<file path="config.mk">
export PLATFORM = sky130hd
export DESIGN_NAME = alu_arbiter
export DESIGN_NICKNAME = d
export VERILOG_FILES = /design/src/rtl/alu_pkg.sv /design/src/rtl/alu_arbiter_alu.sv /design/src/rtl/alu_arbiter.sv
export SDC_FILE = /design/constraint.sdc
export NUM_CORES = 1
export LEC_CHECK = 0
export ABC_AREA = 1
export BUFFER_PORTS_ARGS = -buffer_cell sky130_fd_sc_hd__clkbuf_2
export CORE_MARGIN = 1
export CORE_UTILIZATION = 50
export CTS_CLUSTER_DIAMETER = 30
export DETAILED_ROUTE_END_ITERATION = 8
export GPL_TIMING_DRIVEN = 0
export PLACE_DENSITY = 0.78
export SETUP_SLACK_MARGIN = 0.3
export SYNTH_ARGS = -nofsm -noshare
export SYNTH_HDL_FRONTEND = slang
export SYNTH_SLANG_ARGS = --single-unit
</file>
<file path="constraint.sdc">
create_clock -name clk -period 5.4 [get_ports clk]
set_clock_uncertainty 0.1 [all_clocks]
set_input_delay 0.81 -clock clk [delete_from_list [all_inputs] [get_ports clk]]
set_output_delay 0.81 -clock clk [all_outputs]
set_load 0.01 [all_outputs]
</file>
<file path="src/rtl/alu_pkg.sv">
// Shared opcode, FSM-state and legality definitions for the ALU arbiter and its ALU.
package alu_pkg;

    localparam logic [3:0] OP_AND   = 4'b0000;
    localparam logic [3:0] OP_OR    = 4'b0001;
    localparam logic [3:0] OP_ADD   = 4'b0010;
    localparam logic [3:0] OP_SUB   = 4'b0110;
    localparam logic [3:0] OP_PASSB = 4'b0111;
    localparam logic [3:0] OP_NOR   = 4'b1100;

    typedef enum logic [1:0] {
        ST_IDLE = 2'd0,
        ST_EXEC = 2'd1,
        ST_RESP = 2'd2
    } state_t;

    function automatic logic op_legal(input logic [3:0] op);
        case (op)
            OP_AND, OP_OR, OP_ADD, OP_SUB, OP_PASSB, OP_NOR: return 1'b1;
            default:                                         return 1'b0;
        endcase
    endfunction

endpackage

</file>
<file path="src/rtl/alu_arbiter_alu.sv">
// Purely combinational ALU shared by the arbiter; unknown selects produce zero.
module alu
    import alu_pkg::*;
#(
    parameter int WIDTH = 64
) (
    input  logic [3:0]       alu_sel,
    input  logic [WIDTH-1:0] a,
    input  logic [WIDTH-1:0] b,
    output logic [WIDTH-1:0] alu_out
);

    always_comb begin
        alu_out = '0;
        case (alu_sel)
            OP_AND:   alu_out = a & b;
            OP_OR:    alu_out = a | b;
            OP_ADD:   alu_out = a + b;
            OP_SUB:   alu_out = a - b;
            OP_PASSB: alu_out = b;
            OP_NOR:   alu_out = ~(a | b);
            default:  alu_out = '0;
        endcase
    end

endmodule

</file>
<file path="src/rtl/alu_arbiter.sv">
// Round-robin arbiter sharing one ALU between two valid/ready requesters,
// with a registered per-requester response channel and a completion counter.
module alu_arbiter
    import alu_pkg::*;
#(
    parameter int WIDTH = 64,
    parameter int CNT_W = 32
) (
    input  logic             clk,
    input  logic             rst_n,
    input  logic             r0_valid,
    output logic             r0_ready,
    input  logic [3:0]       r0_op,
    input  logic [WIDTH-1:0] r0_a,
    input  logic [WIDTH-1:0] r0_b,
    output logic             r0_rsp_valid,
    input  logic             r0_rsp_ready,
    output logic [WIDTH-1:0] r0_rsp_result,
    output logic             r0_rsp_zero,
    output logic             r0_rsp_err,
    input  logic             r1_valid,
    output logic             r1_ready,
    input  logic [3:0]       r1_op,
    input  logic [WIDTH-1:0] r1_a,
    input  logic [WIDTH-1:0] r1_b,
    output logic             r1_rsp_valid,
    input  logic             r1_rsp_ready,
    output logic [WIDTH-1:0] r1_rsp_result,
    output logic             r1_rsp_zero,
    output logic             r1_rsp_err,
    output logic             busy,
    output logic [CNT_W-1:0] op_count
);

    state_t           state, state_next;
    logic             rr_ptr, cur_id, grant_id, any_valid, accept, rsp_hs;
    logic [3:0]       alu_sel;
    logic [WIDTH-1:0] alu_a, alu_b, alu_y, exec_result;
    logic             exec_legal;

    alu #(.WIDTH(WIDTH)) u_alu (
        .alu_sel (alu_sel),
        .a       (alu_a),
        .b       (alu_b),
        .alu_out (alu_y)
    );

    // A lone requester wins outright; a tie goes to the requester named by rr_ptr.
    assign any_valid   = r0_valid | r1_valid;
    assign grant_id    = (r0_valid && r1_valid) ? rr_ptr : r1_valid;
    assign accept      = (state == ST_IDLE) && any_valid;
    assign rsp_hs      = (state == ST_RESP) &&
                         (cur_id ? (r1_rsp_valid && r1_rsp_ready)
                                 : (r0_rsp_valid && r0_rsp_ready));
    assign exec_legal  = op_legal(alu_sel);
    assign exec_result = exec_legal ? alu_y : '0;

    always_ff @(posedge clk or negedge rst_n) begin
        if (!rst_n) state <= ST_IDLE;
        else        state <= state_next;
    end

    always_comb begin
        state_next = state;
        case (state)
            ST_IDLE: if (any_valid) state_next = ST_EXEC;
            ST_EXEC: state_next = ST_RESP;
            ST_RESP: if (rsp_hs) state_next = ST_IDLE;
            default: state_next = ST_IDLE;
        endcase
    end

    always_comb begin
        busy     = (state != ST_IDLE);
        r0_ready = (state == ST_IDLE) && r0_valid && !grant_id;
        r1_ready = (state == ST_IDLE) && r1_valid && grant_id;
    end

    // ALU inputs only change on accept so the shared datapath is quiet otherwise.
    always_ff @(posedge clk or negedge rst_n) begin
        if (!rst_n) begin
            rr_ptr  <= 1'b0;
            cur_id  <= 1'b0;
            alu_sel <= '0;
            alu_a   <= '0;
            alu_b   <= '0;
        end else if (accept) begin
            rr_ptr  <= ~grant_id;
            cur_id  <= grant_id;
            alu_sel <= grant_id ? r1_op : r0_op;
            alu_a   <= grant_id ? r1_a  : r0_a;
            alu_b   <= grant_id ? r1_b  : r0_b;
        end
    end

    always_ff @(posedge clk or negedge rst_n) begin
        if (!rst_n) begin
            r0_rsp_valid  <= 1'b0;
            r0_rsp_result <= '0;
            r0_rsp_zero   <= 1'b0;
            r0_rsp_err    <= 1'b0;
            r1_rsp_valid  <= 1'b0;
            r1_rsp_result <= '0;
            r1_rsp_zero   <= 1'b0;
            r1_rsp_err    <= 1'b0;
            op_count      <= '0;
        end else begin
            if (state == ST_EXEC) begin
                if (cur_id) begin
                    r1_rsp_valid  <= 1'b1;
                    r1_rsp_result <= exec_result;
                    r1_rsp_zero   <= (exec_result == '0);
                    r1_rsp_err    <= ~exec_legal;
                end else begin
                    r0_rsp_valid  <= 1'b1;
                    r0_rsp_result <= exec_result;
                    r0_rsp_zero   <= (exec_result == '0);
                    r0_rsp_err    <= ~exec_legal;
                end
            end
            if (rsp_hs) begin
                if (cur_id) r1_rsp_valid <= 1'b0;
                else        r0_rsp_valid <= 1'b0;
                op_count <= op_count + CNT_W'(1);
            end
        end
    end

endmodule
</file>
==> run_results.csv <==
group,metric,value,unit
synth,syn_nets,3844,
timing,tightest_slew,1.272,ns
clocking,cts_inserted_buffers,69,
power,cellPowerDensity,796.8,nW/um2
place,io_buffers,438,
global_routing,grt_max_degree,113,
clocking,cts_sinks,302,
cells_and_area,instances_no_fill,4689,
clocking,worst_skew_pair.late_latency,0.59,ns
power,p_leak,15.84,nW
run_status,status,"finished clean",
synth,synth_top_area_share,33.78,%
synth,avgSynthCellArea,6.382,um2
detailed_routing,wl_per_cell,19.72,um
critical_path,path_class,"flip-flop to flip-flop",
synth,ys_top_cells_by_area,"dfrtp_1, nand2_1, inv_1",
global_routing,grtUsageTotal,40.15,%
timing,finalHoldViolations,0,
critical_path,crit_path_max_fanout,5,
timing,slew_headroom,14.72,%
synth,synth-main-ff-cell,"dfrtp_1",
die,row_count,77,
timing,timing.fmax,199.6,MHz
critical_path,cp_slowest_cell,"dfrtp_1",
detailed_routing,drt_iter0_markers,2991,
cells_and_area,fin_util,65.36,%
detailed_routing,ant_nets,0,
detailed_routing,drc,0,
critical_path,cpPeakStageDelay,0.41,ns
global_routing,antenna_found_initial,0,
detailed_routing,dr.pass1.iters,6,
timing,drv_slew,0,
power,ir_worst_vdd,0.4471,mV
synth,synth-async-reset-ratio,100.0,%
timing,worst_hold_slack,0.1817,ns
critical_path,required,5.82,ns
critical_path,setup.worst_path.start_class,"flip-flop",
synth,ys_ff_latch,302,
cells_and_area,drive_gt1_share,20.34,%
die,die_h,213.5,um
detailed_routing,wl,92480,um
synth,syn_area,22380,um2
die,coreArea,44220,um2
detailed_routing,viasPerCell,5.519,
die,start_util,50.60,%
cells_and_area,nets,4379,
timing,finalWorstPathRequiredPeriod,5.010,ns
synth,yosysMostFrequentCell,"nand2_1",
run,cap_violations,0,
timing,setup_viol,0,
critical_path,end_kind,"flip-flop",
place,hpwl,74340,um
global_routing,grt_pass1_wl,136300,um
critical_path,worstPathArrival,5.43,ns
synth,synth_cell_types,49,
clocking,tritoncts,"yes",
global_routing,grt_pass1_vias,23887,
synth,synth_enable_flop_cells,0,
worst_hold_path,hold_class,"input port to asynchronous set/reset pin",
clocking,cts.clk_slew.worst_paths,0.05,ns
place,place_congestion,1.012,
synth,ys_top_cells_by_count,"nand2_1, inv_1, dfrtp_1",
cells_and_area,area_delta_synth_final,29.17,%
synth,syn_inst,3506,
die,dieWidth,213.5,um
timing,fin_crit_sh,92.78,%
synth,ys_warn_count,0,
synth,ys_seq_area_share,33.78,%
place,dp.cells,4539,
timing,rsz0062_at_grt,"true",
die,pin_count,439,
die,die-area,45600,um2
detailed_routing,vias,25877,
clocking,htreeDepth,3,
global_routing,grt_overflow,0,
synth,yosys.area.top_type,"dfrtp_1",
clocking,cts_buffer_depth,3,
clocking,cts-root-buf,"clkbuf_16",
area by class of cell:
class                      count  area (um2)
fill                        4109       15320
clock buffer                  89        1964
timing repair buffer         464        2434
tap                          592       740.7
antenna                        2       5.005
buffer                       115       457.9
multi-input combinational   2575       13280
clock inverter                36       528.0
sequential                   302        7557
inverter                     514        1934
where the power goes:
part	switching, W	internal, W	total, W	leakage (nW)
logic	0.0101	0.00443	0.0145	10.8
clock network	0.00134	0.00313	0.00447	1.21
registers	0.000974	0.00310	0.00408	3.85
total	0.0124	0.0107	0.0230	15.8
worst max-delay path, delay by kind of cell, from the launching register on:
kind,cells,cell delay [ns]
simple gates,19,2.48
flops,1,0.41
fa+ha+maj,2,0.50
compound gates,5,1.01
xor+xnor,1,0.33
buf+inv,1,0.10
routing by layer:
| layer | wire length [um] | track usage (%) | vias up |
|---|---|---|---|
| met4 | 3949 | 17.61 | 0 |
| li1 | - | - | 12175 |
| met3 | 10310 | 9.110 | 210 |
| met5 | 0 | 0 | - |
| met2 | 39700 | 60.51 | 1519 |
| met1 | 38520 | 55.01 | 11973 |
cells in the final DEF (no fill, tap or decap), types with 47 or more instances in the layout:
cell type  count
nand2_1     1350
inv_1        482
clkbuf_2     438
dfrtp_1      302
nor2_1       212
nand3_1      160
o21ai_0      133
o211ai_1     114
clkbuf_1      90
xor2_1        76
a21oi_1       75
clkbuf_16     71
ha_1          51
nand2_2       47
logic make-up (layout without fill, tap and decap cells):
family / after synthesis / count (layout) / synth area share (%)
DFF: 302 / 302 / 33.78
other: 0 / 2 / 0
buffers and inverters: 629 / 1218 / 10.63
and+or+nand+nor: 2001 / 2001 / 36.74
AOI/OAI and AO/OA: 414 / 414 / 11.42
adders and majority gates: 68 / 68 / 3.836
xor gates and xnor gates: 92 / 92 / 3.601
final timing paths:
check	from	endpoint	slack, ns	depth (start not counted)
setup / recovery	alu_b[1]$_DFFE_PN0P_	r0_rsp_zero$_DFFE_PN0P_	0.39	28
hold / removal	rst_n	op_count[28]$_DFFE_PN0P_	0.18	1
setup reg to reg	alu_b[1]$_DFFE_PN0P_	r0_rsp_zero$_DFFE_PN0P_	0.39	28
hold reg to reg	op_count[31]$_DFFE_PN0P_	op_count[31]$_DFFE_PN0P_	0.36	1
max in group asynchronous	rst_n	alu_b[0]$_DFFE_PN0P_	3.94	2
min in group clk	r0_b[11]	alu_b[11]$_DFFE_PN0P_	0.32	3
per-stage QoR:
stage	setup slack, ns	area (um2)	setup TNS [ns]	power [W]
after floorplan	1.442	22380	0	0.01225
after detailed placement	-0.2431	25380	-0.4771	0.01676
after global routing	0.2346	28900	0	0.02453
after global placement	-2.934	25310	-869.64	0.01662
final	0.3899	28900	0	0.02303
after CTS	0.3054	28130	0	0.02157
flip-flops by register name, summed over array words and instances, names as in the netlist, named ones only:
name           count
alu_a             64
alu_b             64
alu_sel            4
cur_id             1
op_count          32
r0_rsp_err         1
r0_rsp_result     64
r0_rsp_zero        1
r1_rsp_err         1
r1_rsp_result     64
r1_rsp_zero        1
rr_ptr             1
state              2
repair_timing:
action	4_1_cts	5_1_grt
pin swaps	8	53
gates resized for setup	56	168
setup buffers	3	20
hold buffers	0	0
endpoints found under the setup margin	3	3
Power figures use the tool's default switching activity.
